===== src/rtl/mult_div_unit_pkg.sv =====
// Shared definitions for the multiply/divide unit: MIPS funct codes,
// controller state encoding and a small decode helper.
package mult_div_unit_pkg;

    localparam logic [5:0] FN_MFHI  = 6'b010000;
    localparam logic [5:0] FN_MTHI  = 6'b010001;
    localparam logic [5:0] FN_MFLO  = 6'b010010;
    localparam logic [5:0] FN_MTLO  = 6'b010011;
    localparam logic [5:0] FN_MULT  = 6'b011000;
    localparam logic [5:0] FN_MULTU = 6'b011001;
    localparam logic [5:0] FN_DIV   = 6'b011010;
    localparam logic [5:0] FN_DIVU  = 6'b011011;

    typedef enum logic [1:0] {
        ST_IDLE  = 2'b00,
        ST_MUL   = 2'b01,
        ST_DIV   = 2'b10,
        ST_FIXUP = 2'b11
    } mdu_state_e;

    function automatic logic is_signed_op(input logic [5:0] funct);
        return (funct == FN_MULT) || (funct == FN_DIV);
    endfunction

endpackage


===== src/rtl/mult_div_unit_if.sv =====
// EX-stage request/response bundle between the decode logic and the MDU.
interface mult_div_unit_if #(parameter int WIDTH = 32);

    logic             start;
    logic [5:0]       funct;
    logic [WIDTH-1:0] op_a;
    logic [WIDTH-1:0] op_b;
    logic             busy;
    logic             stall;
    logic             done;
    logic             div_by_zero;
    logic [WIDTH-1:0] hi;
    logic [WIDTH-1:0] lo;

    modport master (
        output start, funct, op_a, op_b,
        input  busy, stall, done, div_by_zero, hi, lo
    );

    modport slave (
        input  start, funct, op_a, op_b,
        output busy, stall, done, div_by_zero, hi, lo
    );

endinterface


===== src/rtl/mult_div_unit_datapath.sv =====
// Shared shift/add-sub datapath: 2*WIDTH accumulator, one WIDTH+1 bit adder
// used for shift-add multiply and restoring divide, plus result sign fixup.
module mult_div_unit_datapath #(
    parameter int WIDTH = 32
) (
    input  logic             clk,
    input  logic             reset_n,
    input  logic             load_i,
    input  logic             step_i,
    input  logic             is_div_i,
    input  logic             neg_res_i,
    input  logic             neg_rem_i,
    input  logic [WIDTH-1:0] ld_hi_i,
    input  logic [WIDTH-1:0] ld_lo_i,
    input  logic [WIDTH-1:0] ld_opnd_i,
    output logic [WIDTH-1:0] res_hi_o,
    output logic [WIDTH-1:0] res_lo_o
);

    logic [2*WIDTH-1:0] acc_q;
    logic [2*WIDTH-1:0] acc_d;
    logic [2*WIDTH-1:0] acc_neg_s;
    logic [WIDTH-1:0]   opnd_q;
    logic [WIDTH-1:0]   acc_hi_s;
    logic [WIDTH-1:0]   acc_lo_s;
    logic [WIDTH:0]     add_a_s;
    logic [WIDTH:0]     add_b_s;
    logic [WIDTH:0]     sum_s;

    // One iteration: divide subtracts from the shifted remainder, multiply adds the multiplicand
    always_comb begin
        acc_hi_s = acc_q[2*WIDTH-1:WIDTH];
        acc_lo_s = acc_q[WIDTH-1:0];
        if (is_div_i) begin
            add_a_s = {acc_hi_s, acc_lo_s[WIDTH-1]};
            add_b_s = ~{1'b0, opnd_q};
        end else begin
            add_a_s = {1'b0, acc_hi_s};
            add_b_s = {1'b0, opnd_q};
        end
        sum_s = add_a_s + add_b_s + {{WIDTH{1'b0}}, is_div_i};
        if (is_div_i) begin
            // sum_s[WIDTH] set means the trial subtract borrowed: restore
            if (!sum_s[WIDTH]) begin
                acc_d = {sum_s[WIDTH-1:0], acc_lo_s[WIDTH-2:0], 1'b1};
            end else begin
                acc_d = {add_a_s[WIDTH-1:0], acc_lo_s[WIDTH-2:0], 1'b0};
            end
        end else if (acc_lo_s[0]) begin
            acc_d = {sum_s, acc_lo_s[WIDTH-1:1]};
        end else begin
            acc_d = {1'b0, acc_hi_s, acc_lo_s[WIDTH-1:1]};
        end
    end

    // Sign fixup of the magnitude result
    always_comb begin
        acc_neg_s = -acc_q;
        if (is_div_i) begin
            res_lo_o = neg_res_i ? -acc_lo_s : acc_lo_s;
            res_hi_o = neg_rem_i ? -acc_hi_s : acc_hi_s;
        end else if (neg_res_i) begin
            {res_hi_o, res_lo_o} = acc_neg_s;
        end else begin
            {res_hi_o, res_lo_o} = acc_q;
        end
    end

    // Accumulator and operand registers
    always_ff @(posedge clk) begin
        if (!reset_n) begin
            acc_q  <= {(2*WIDTH){1'b0}};
            opnd_q <= {WIDTH{1'b0}};
        end else if (load_i) begin
            acc_q  <= {ld_hi_i, ld_lo_i};
            opnd_q <= ld_opnd_i;
        end else if (step_i) begin
            acc_q  <= acc_d;
        end else begin
            acc_q  <= acc_q;
        end
    end

endmodule


===== src/rtl/mult_div_unit.sv =====
// Iterative MULT/MULTU/DIV/DIVU controller for the EX stage; owns HI/LO,
// sequences the shared datapath and holds EX while an operation is running.
module mult_div_unit
    import mult_div_unit_pkg::*;
#(
    parameter int WIDTH = 32
) (
    input  logic          clk,
    input  logic          reset_n,
    mult_div_unit_if.slave mdu
);

    localparam int CW = $clog2(WIDTH);

    mdu_state_e       state_q;
    logic [CW-1:0]    cnt_q;
    logic             busy_q;
    logic             done_q;
    logic             dbz_q;
    logic             dbz_pend_q;
    logic             div_mode_q;
    logic             neg_res_q;
    logic             neg_rem_q;
    logic [WIDTH-1:0] hi_q;
    logic [WIDTH-1:0] lo_q;

    logic             is_mul_s;
    logic             is_div_s;
    logic             sgn_s;
    logic             b_zero_s;
    logic             load_s;
    logic             step_s;
    logic [WIDTH-1:0] mag_a_s;
    logic [WIDTH-1:0] mag_b_s;
    logic [WIDTH-1:0] ld_hi_s;
    logic [WIDTH-1:0] ld_lo_s;
    logic [WIDTH-1:0] ld_opnd_s;
    logic [WIDTH-1:0] res_hi_s;
    logic [WIDTH-1:0] res_lo_s;

    // Request decode and operand magnitudes for the datapath load
    always_comb begin
        is_mul_s = mdu.start && ((mdu.funct == FN_MULT) || (mdu.funct == FN_MULTU));
        is_div_s = mdu.start && ((mdu.funct == FN_DIV) || (mdu.funct == FN_DIVU));
        sgn_s    = is_signed_op(mdu.funct);
        b_zero_s = (mdu.op_b == {WIDTH{1'b0}});
        mag_a_s  = (sgn_s && mdu.op_a[WIDTH-1]) ? -mdu.op_a : mdu.op_a;
        mag_b_s  = (sgn_s && mdu.op_b[WIDTH-1]) ? -mdu.op_b : mdu.op_b;
        load_s   = (state_q == ST_IDLE) && (is_mul_s || is_div_s);
        step_s   = (state_q == ST_MUL) || (state_q == ST_DIV);
        if (is_mul_s) begin
            ld_hi_s   = {WIDTH{1'b0}};
            ld_lo_s   = mag_b_s;
            ld_opnd_s = mag_a_s;
        end else if (b_zero_s) begin
            // Divide by zero preloads the final answer; fixup passes it through
            ld_hi_s   = mdu.op_a;
            ld_lo_s   = {WIDTH{1'b1}};
            ld_opnd_s = {WIDTH{1'b0}};
        end else begin
            ld_hi_s   = {WIDTH{1'b0}};
            ld_lo_s   = mag_a_s;
            ld_opnd_s = mag_b_s;
        end
    end

    assign mdu.stall       = mdu.start && (busy_q || (state_q != ST_IDLE));
    assign mdu.busy        = busy_q;
    assign mdu.done        = done_q;
    assign mdu.div_by_zero = dbz_q;
    assign mdu.hi          = hi_q;
    assign mdu.lo          = lo_q;

    mult_div_unit_datapath #(.WIDTH(WIDTH)) u_datapath (
        .clk       (clk),
        .reset_n   (reset_n),
        .load_i    (load_s),
        .step_i    (step_s),
        .is_div_i  (div_mode_q),
        .neg_res_i (neg_res_q),
        .neg_rem_i (neg_rem_q),
        .ld_hi_i   (ld_hi_s),
        .ld_lo_i   (ld_lo_s),
        .ld_opnd_i (ld_opnd_s),
        .res_hi_o  (res_hi_s),
        .res_lo_o  (res_lo_s)
    );

    // Controller FSM, iteration counter, sign flags and HI/LO
    always_ff @(posedge clk) begin
        if (!reset_n) begin
            state_q    <= ST_IDLE;
            cnt_q      <= {CW{1'b0}};
            busy_q     <= 1'b0;
            done_q     <= 1'b0;
            dbz_q      <= 1'b0;
            dbz_pend_q <= 1'b0;
            div_mode_q <= 1'b0;
            neg_res_q  <= 1'b0;
            neg_rem_q  <= 1'b0;
            hi_q       <= {WIDTH{1'b0}};
            lo_q       <= {WIDTH{1'b0}};
        end else begin
            done_q <= 1'b0;
            dbz_q  <= 1'b0;
            case (state_q)
                ST_IDLE: begin
                    if (is_mul_s) begin
                        state_q    <= ST_MUL;
                        cnt_q      <= CW'(WIDTH - 1);
                        busy_q     <= 1'b1;
                        div_mode_q <= 1'b0;
                        neg_res_q  <= sgn_s && (mdu.op_a[WIDTH-1] ^ mdu.op_b[WIDTH-1]);
                        neg_rem_q  <= 1'b0;
                    end else if (is_div_s) begin
                        busy_q     <= 1'b1;
                        div_mode_q <= 1'b1;
                        cnt_q      <= CW'(WIDTH - 1);
                        if (b_zero_s) begin
                            state_q    <= ST_FIXUP;
                            dbz_pend_q <= 1'b1;
                            neg_res_q  <= 1'b0;
                            neg_rem_q  <= 1'b0;
                        end else begin
                            state_q   <= ST_DIV;
                            neg_res_q <= sgn_s && (mdu.op_a[WIDTH-1] ^ mdu.op_b[WIDTH-1]);
                            neg_rem_q <= sgn_s && mdu.op_a[WIDTH-1];
                        end
                    end else if (mdu.start && (mdu.funct == FN_MTHI)) begin
                        hi_q <= mdu.op_a;
                    end else if (mdu.start && (mdu.funct == FN_MTLO)) begin
                        lo_q <= mdu.op_a;
                    end else begin
                        state_q <= ST_IDLE;
                    end
                end
                ST_MUL, ST_DIV: begin
                    if (cnt_q == {CW{1'b0}}) begin
                        state_q <= ST_FIXUP;
                    end else begin
                        cnt_q <= cnt_q - CW'(1);
                    end
                end
                ST_FIXUP: begin
                    hi_q       <= res_hi_s;
                    lo_q       <= res_lo_s;
                    done_q     <= 1'b1;
                    dbz_q      <= dbz_pend_q;
                    dbz_pend_q <= 1'b0;
                    busy_q     <= 1'b0;
                    state_q    <= ST_IDLE;
                end
                default: begin
                    state_q <= ST_IDLE;
                    busy_q  <= 1'b0;
                end
            endcase
        end
    end

endmodule


===== src/flat_wrapper.sv =====
// flat-port wrapper written by rule: the top's interface ports become plain ports
module mult_div_unit_flat import mult_div_unit_pkg::*;
#(
    parameter int WIDTH = 32
)
  (clk, reset_n, mdu_start, mdu_funct, mdu_op_a, mdu_op_b, mdu_busy, mdu_stall, mdu_done, mdu_div_by_zero, mdu_hi, mdu_lo);
  mult_div_unit_if #(.WIDTH(WIDTH)) mdu_i ();
  input  logic clk;
  input  logic reset_n;
  input wire logic [$bits(mdu_i.start)-1:0] mdu_start;
  input wire logic [$bits(mdu_i.funct)-1:0] mdu_funct;
  input wire logic [$bits(mdu_i.op_a)-1:0] mdu_op_a;
  input wire logic [$bits(mdu_i.op_b)-1:0] mdu_op_b;
  output wire logic [$bits(mdu_i.busy)-1:0] mdu_busy;
  output wire logic [$bits(mdu_i.stall)-1:0] mdu_stall;
  output wire logic [$bits(mdu_i.done)-1:0] mdu_done;
  output wire logic [$bits(mdu_i.div_by_zero)-1:0] mdu_div_by_zero;
  output wire logic [$bits(mdu_i.hi)-1:0] mdu_hi;
  output wire logic [$bits(mdu_i.lo)-1:0] mdu_lo;
  assign mdu_i.start = mdu_start;
  assign mdu_i.funct = mdu_funct;
  assign mdu_i.op_a = mdu_op_a;
  assign mdu_i.op_b = mdu_op_b;
  assign mdu_busy = mdu_i.busy;
  assign mdu_stall = mdu_i.stall;
  assign mdu_done = mdu_i.done;
  assign mdu_div_by_zero = mdu_i.div_by_zero;
  assign mdu_hi = mdu_i.hi;
  assign mdu_lo = mdu_i.lo;
  mult_div_unit #(.WIDTH(WIDTH)) u_core (.clk(clk), .reset_n(reset_n), .mdu(mdu_i));
endmodule

===== config.mk =====
export PLATFORM = sky130hd
export DESIGN_NAME = mult_div_unit_flat
export DESIGN_NICKNAME = d
export VERILOG_FILES = /design/src/rtl/mult_div_unit_pkg.sv /design/src/rtl/mult_div_unit_if.sv /design/src/rtl/mult_div_unit_datapath.sv /design/src/rtl/mult_div_unit.sv /design/src/flat_wrapper.sv
export SDC_FILE = /design/constraint.sdc
export NUM_CORES = 1
export LEC_CHECK = 0
export CAP_MARGIN = 20
export CORE_AREA = 3 3 214 300
export CTS_BUF_LIST = sky130_fd_sc_hd__clkbuf_8
export CTS_CLUSTER_DIAMETER = 150
export DETAILED_ROUTE_END_ITERATION = 8
export DIE_AREA = 0 0 217 303
export GPL_TIMING_DRIVEN = 0
export RECOVER_POWER = 50
export SLEW_MARGIN = 20
export SYNTH_ARGS = -nofsm -noshare
export SYNTH_HDL_FRONTEND = slang
export SYNTH_HIERARCHICAL = 1
export SYNTH_SLANG_ARGS = --single-unit
export TNS_END_PERCENT = 30

===== constraint.sdc =====
create_clock -name clk -period 4.3 [get_ports clk]
set_input_delay 0.86 -clock clk [delete_from_list [all_inputs] [get_ports clk]]
set_output_delay 0.86 -clock clk [all_outputs]
set_load 0.02 [all_outputs]

==> results.yml, run 1 <==
outcome:
  outcome: "finished, final reports clean"
sta:
  fin_crit_ps: 4275
  setup_tns_ps: 0
  rsz0062_at_grt: "no"
  max-slew-margin-rel: 0.1415
  worst_pin_slew_ps: 1288
  timing.final.max_slew_violations: 0
  fin_skew_ps: 20.91
  report.final.hold_viol_count: 0
  fmax_mhz: 233.9
  period_share: 0.9942
  finalSetupViolCount: 0
  whs_ps: 498.9
power:
  ir_drop_v: 0.0001756
  netSwitchingPower_mw: 1.375
  p_int_mw: 2.403
  finalPower_mw: 3.778
  switching_share: 0.3640
  leakage_nw: 7.673
  pwr-share-seq: 0.450
  clockPowerShare: 0.299
  powerDensity_nw_per_um2: 205.2
  power.share.combinational: 0.250
logic_synthesis:
  synth-compound-area-share: 0.2802
  synth_cell_type_count: 93
  async_reset_ff_frac: 0
  synth_top_family_by_area: "compound AO/OA/AOI/OAI gates"
  ys.flop_type: "dfxtp_1"
  yosys.area_share.simple: 0.2109
  synth_fa_ha_area_frac: 0.03229
  synthCells: 2016
  synth.yosys.seq_area_share: 0.2270
  synth-warning-count: 6
  ys_seq_elements: 174
  synth-edff-count: 0
  netlist_area_um2: 15340
  synth_fp_nets: 2128
  synth_mux_area_frac: 0.08505
  avgSynthCellArea_um2: 7.611
  synthXorXnorAreaFrac: 0.1039
clocking:
  cts_tree: "yes"
  clkTransAtPathRegs_ps: 110
  cts_buffer_depth: 2
  cts_sinks: 174
  root_buffer: "clkbuf_8"
  postCtsHoldBufs: 0
  ctsHtreeMaxLevel: 4
  clock_latency_ps: 520
  cts_buffers: 17
routing:
  finalWirelength_mm: 73.11
  wl_met1_mm: 26.06
  post-route-drc-count: 0
  drt_first_pass_iters: 8
  top_layer: "met5"
  viasPerCell: 5.595
  drt_iter0_markers: 1667
  dr_wl_met3_mm: 5.036
  ant_nets: 0
  vias: 16880
  met2_length_mm: 34.92
  wl_per_cell_um: 24.23
flow_run:
  maxCapViolations: 0
placed_design:
  placedCellCount: 2977
  postPlaceCellArea_um2: 17750
  hpwl_mm: 58.33
  gp_congestion: 1.005
  numPortBuffers: 135
worst_setup_path:
  cp-start-kind: "flip-flop"
  reg2reg_depth: 16
  setup.worst_path.end_class: "flip-flop"
  worstPathRequired_ps: 4720
  regToRegSetupSlack_ps: 30
  r2r-end: "u_core/u_datapath/acc_q[42]"
  critPathKind: "reg -> reg"
  r2r-start: "u_core/div_mode_q"
  worstPathMaxFanout: 10
  worstPathArrival_ps: 4690
grt:
  grt_max_degree: 18
  first_global_vias: 16110
  antenna_found_initial: 5
  grt_pass1_wl_mm: 105.0
  track_usage: 0.2138
  grt_overflow_total: 0
worst_hold_path:
  hp-start: "u_core/mdu.lo[10]"
  whs_path_depth: 1
  holdCritPathClass: "reg -> reg"
  min_delay_worst_endpoint: "u_core/mdu.lo[10]"
floorplanning:
  die-area_um2: 65750
  core_area_um2: 61890
  start_util: 0.2479
  ios: 141
  die_w_um: 217
  num_rows: 108
  die_y_um: 303
layout:
  fin_area_um2: 18420
  final_cells: 3017
  fillers: 6909
  syn2layout_area_growth_pct: 20.01
  drive_above_1_share: 0.08090
  nets: 2287
[layer usage]
metal,vias to the layer above,track usage
met1,8044,0.2276
met3,298,0.03596
met4,2,0.1748
li1,7663,-
met2,873,0.3712
met5,-,0
[cell type report]
cell class,instances,area (um2),share of cell area
diodes,4,10.01,0.0005436
plain buffers,180,888.4,0.04824
clock buffers,17,234.0,0.01271
clock inverters,15,128.9,0.006998
inverters,47,180.2,0.009784
multi-input cells,1614,11050,0.6003
flip-flops and latches,174,3487,0.1894
well taps,825,1032,0.05605
repair buffers,141,1400,0.07603
[critical path: stages (launching register included)]
cell       delay, ps
dfxtp_4          390
clkbuf_4         220
buf_4            210
clkbuf_8         230
xor2_1           290
ha_2             390
a2111oi_1        460
a21oi_1          130
nand2_1          160
o211ai_1         130
buf_4            170
a31o_4           280
xnor2_4          230
buf_4            180
mux2_2           350
a311oi_1         280
nor2_1            70
[kinds of logic after synthesis]
logic type               after synthesis
AO/OA/AOI/OAI                        632
XOR/XNOR                             179
adder cells (fa/ha/maj)               39
buffers and inverters                228
flip-flops                           174
multiplexers                         126
AND/OR/NAND/NOR                      638
[state kept, by name (all words and copies together), names as in the netlist]
| signal | flops |
|---|---|
| u_core/u_datapath/acc_q | 64 |
| u_core/mdu.hi | 32 |
| u_core/mdu.lo | 32 |
| u_core/u_datapath/opnd_q | 32 |
| u_core/cnt_q | 5 |
| u_core/state_q | 2 |
| u_core/dbz_pend_q | 1 |
| u_core/div_mode_q | 1 |
| u_core/mdu.busy | 1 |
| u_core/mdu.div_by_zero | 1 |
| u_core/mdu.done | 1 |
| u_core/neg_rem_q | 1 |
| u_core/neg_res_q | 1 |
[cells in the mapped netlist (18+ instances only)]
library cell	count	area share
a21oi_1	198	0.065
nand2_1	177	0.043
dfxtp_1	174	0.23
nor2_1	174	0.043
clkbuf_1	140	0.034
xnor2_1	102	0.058
mux2i_1	91	0.059
xor2_1	75	0.043
o21ai_0	74	0.024
o211a_1	66	0.043
inv_1	45	0.011
a211oi_1	42	0.021
and2_1	39	0.016
ha_1	38	0.031
nor2b_1	38	0.015
mux2_2	35	0.026
a22oi_1	34	0.017
nor3_1	34	0.011
o22ai_1	34	0.014
a31oi_1	31	0.013
nor4_1	23	0.0094
a21o_1	20	0.0098
and3_1	19	0.0077
nand3_1	19	0.0062
o31ai_1	18	0.0088
or4_1	18	0.0088
[cells in the final DEF, fill, tap and decap left out, types with 38 or more instances in the layout]
master	instances
and2_1	39
a21oi_1	195
dlygate4sd3_1	69
xor2_1	65
a211oi_1	41
nand2_1	176
mux2i_1	91
clkbuf_1	131
o21ai_0	71
nor2_1	175
dfxtp_1	173
inv_1	46
xnor2_1	102
clkdlybuf4s50_1	66
nor2b_1	38
o211a_1	66
[per-stage QoR]
stage | utilization | setup slack [ps]
finish | 0.2976 | 25.04
detailed placement | 0.2868 | -1938
global placement | 0.2866 | -1916
floorplan | - | 27.86
global route | 0.2974 | 6.422
CTS | 0.2969 | 17.69
[how the worst max path moves through the flow]
stage | from | to | slack (ps) | cells after the start
floorplan | u_core/div_mode_q | u_core/u_datapath/acc_q[43] | 30 | 17
global placement | u_core/div_mode_q | u_core/u_datapath/acc_q[38] | -1920 | 18
detailed placement | u_core/div_mode_q | u_core/u_datapath/acc_q[38] | -1940 | 18
CTS | u_core/u_datapath/acc_q[0] | u_core/mdu.hi[4] | 20 | 13
global route | u_core/div_mode_q | u_core/u_datapath/acc_q[42] | 6 | 17
finish | u_core/div_mode_q | u_core/u_datapath/acc_q[42] | 30 | 16
[what timing repair did]
action | 4_1_cts | 5_1_grt
setup endpoints to repair | 33 | 22
gates resized for setup | 52 | 20
setup buffers | 4 | 1
pin swaps | 2 | 1
[power groups by stage]
| stage | sequential, mW | combinational [mW] | clock (mW) |
|---|---|---|---|
| finish | 1.70 | 0.945 | 1.13 |
| global route | 1.71 | 0.993 | 1.22 |
| CTS | 1.70 | 0.931 | 1.16 |
| detailed placement | 1.74 | 0.921 | 0 |
| global placement | 1.74 | 0.921 | 0 |
| floorplan | 1.74 | 0.521 | 0 |
Note: power is estimated with default switching activity, not from simulation.
==> run 2: changes to the inputs <==
RECOVER_POWER = not set   (was 50)
==> results.yml, run 2 (synthesized netlist as in run 1, its figures left out) <==
worst_setup_path:
  critPathKind: "reg -> reg"
  reg2reg_depth: 17
  r2r-end: "u_core/u_datapath/acc_q[43]"
  cp_cell_sequence: "clkbuf_16, clkbuf_16, buf_6, buf_12, xor2_4, ha_1, buf_6, a211oi_2, o21ai_1, a31o_1, a221o_1, a31o_4, xnor2_4, buf_6, mux2i_1, a211oi_1, a311o_1"
  worstPathRequired_ps: 4710
  cpLargestDelayFamily: "compound AO/OA/AOI/OAI gates"
  crit_buf_inv: 6
  critPathSlowestCell: "dfxtp_4"
  path_depth: 17
  setup.worst_path.end_class: "flip-flop"
  worstPathArrival_ps: 4670
  cp-start-kind: "flip-flop"
  cp-startpoint: "u_core/div_mode_q"
  endpoint: "u_core/u_datapath/acc_q[43]"
  crit_top_cell: "buf_6"
  max_stage_delay_ps: 390
  worstPathMaxFanout: 10
  r2r-start: "u_core/div_mode_q"
  regToRegSetupSlack_ps: 40
clocking:
  ctsHtreeMaxLevel: 4
  postCtsHoldBufs: 0
  clock_latency_ps: 510
  cts_tree: "yes"
  cts_buffers: 17
  root_buffer: "clkbuf_8"
  clkTransAtPathRegs_ps: 110
  cts_buffer_depth: 2
  cts_sinks: 174
layout:
  final_common_cell: "a21oi_1"
  nets: 2287
  multiInputGateArea_um2: 11090
  largest_reg_flops: 64
  fin_area_um2: 18450
  seq_area_um2: 3487
  drive_above_1_share: 0.08410
  regMostFlops: "u_core/u_datapath/acc_q"
  layout_common_cells: "a21oi_1 (194), nand2_1 (176), nor2_1 (174)"
  syn2layout_area_growth_pct: 20.25
  fillers: 6903
  postLayoutCoreUtil: 0.2981
routing:
  met2_length_mm: 34.88
  vias: 16770
  ant_nets: 0
  drt_first_pass_iters: 6
  finalWirelength_mm: 73.09
  viasPerCell: 5.561
  drt_iter0_markers: 1692
  dr_wl_met3_mm: 4.708
  top_layer: "met5"
  wl_per_cell_um: 24.23
  post-route-drc-count: 0
  wl_met1_mm: 26.36
sta:
  fin_crit_ps: 4262
  max-slew-margin-rel: 0.3171
  report.final.hold_viol_count: 0
  period_share: 0.9912
  whs_ps: 502.0
  setup_tns_ps: 0
  setup_slack_ps: 37.95
  finalSetupViolCount: 0
  rsz0062_at_grt: "no"
  fin_skew_ps: 21.30
  timing.final.max_slew_violations: 0
  worst_pin_slew_ps: 1021
  fmax_mhz: 234.6
grt:
  first_global_vias: 16110
  antenna_found_initial: 5
  grt_max_degree: 18
  grt_pass1_wl_mm: 105.0
  track_usage: 0.2138
  grt_overflow_total: 0
placed_design:
  numPortBuffers: 135
  postPlaceCellArea_um2: 17750
  gp_congestion: 1.005
  pre_cts_ws_ps: -1938
  hpwl_mm: 58.33
floorplanning:
  die_w_um: 217
  start_util: 0.2479
  ios: 141
  die_y_um: 303
  die-area_um2: 65750
  core_area_um2: 61890
  num_rows: 108
power:
  leakage_nw: 7.453
  powerDensity_nw_per_um2: 205.6
  ir_drop_v: 0.0001761
flow_run:
  maxCapViolations: 0
outcome:
  outcome: "finished, final reports clean"
worst_hold_path:
  holdCritPathClass: "reg -> reg"
[run 2: changes by cell type in the layout (fill, tap and decap cells not counted), sizes merged]
cell	delta
clkdlybuf4s50	+69
dlygate4sd3	-69
buf	+1
clkbuf	-1
diode	-1
[run 2: how the worst min path moves through the flow]
stage / startpoint / endpoint / slack (ps) / cells past startpoint
after floorplan: u_core/div_mode_q / u_core/div_mode_q / 440 / 2
after global placement: u_core/div_mode_q / u_core/div_mode_q / 450 / 2
after detailed placement: u_core/div_mode_q / u_core/div_mode_q / 480 / 2
after CTS: u_core/dbz_pend_q / u_core/mdu.div_by_zero / 510 / 1
after global routing: u_core/dbz_pend_q / u_core/mdu.div_by_zero / 510 / 1
final: u_core/mdu.lo[10] / u_core/mdu.lo[10] / 500 / 1
[run 2: report_power, final]
group / internal [mW] / switching, mW
Clock: 0.418 / 0.707
Sequential: 1.65 / 0.0478
Combinational: 0.345 / 0.621
Total: 2.42 / 1.38
[run 2: area by class of cell]
cell class,instances,area share
Antenna cell,3,0.0004069
Inverter,47,0.009765
Buffer,180,0.04815
Multi-Input combinational cell,1614,0.6012
Clock inverter,15,0.006985
Tap cell,825,0.05594
Sequential cell,174,0.1890
Timing Repair Buffer,141,0.07588
Clock buffer,17,0.01268
[run 2: what timing repair did]
item | 4_1_cts | 5_1_grt
hold endpoints to repair | 0 | 0
resized for setup | 52 | 20
buffers inserted | 4 | 1
endpoints found under the setup margin | 33 | 22
pin swaps | 2 | 1
[run 2: stage by stage]
stage | total power, mW | std cells
global route | 3.932 | 3014
CTS | 3.790 | 3012
finish | 3.793 | 3016
detailed placement | 2.658 | 2977
global placement | 2.658 | 2976
floorplan | 2.261 | 2016
[run 2: metal layers]
layer | vias to the layer above | global-route usage
met5 | - | 0
met4 | 2 | 0.1748
met3 | 293 | 0.03596
met2 | 867 | 0.3712
met1 | 7948 | 0.2276
li1 | 7663 | -
[run 2: worst reg2reg max path: stages, from the launching register on]
cell and delay (ps):
dfxtp_4 390, clkbuf_16 190, clkbuf_16 210, buf_6 200, buf_12 190, xor2_4 230
ha_1 280, buf_6 140, a211oi_2 230, o21ai_1 100, a31o_1 240, a221o_1 360
a31o_4 270, xnor2_4 230, buf_6 210, mux2i_1 260, a211oi_1 140, a311o_1 300
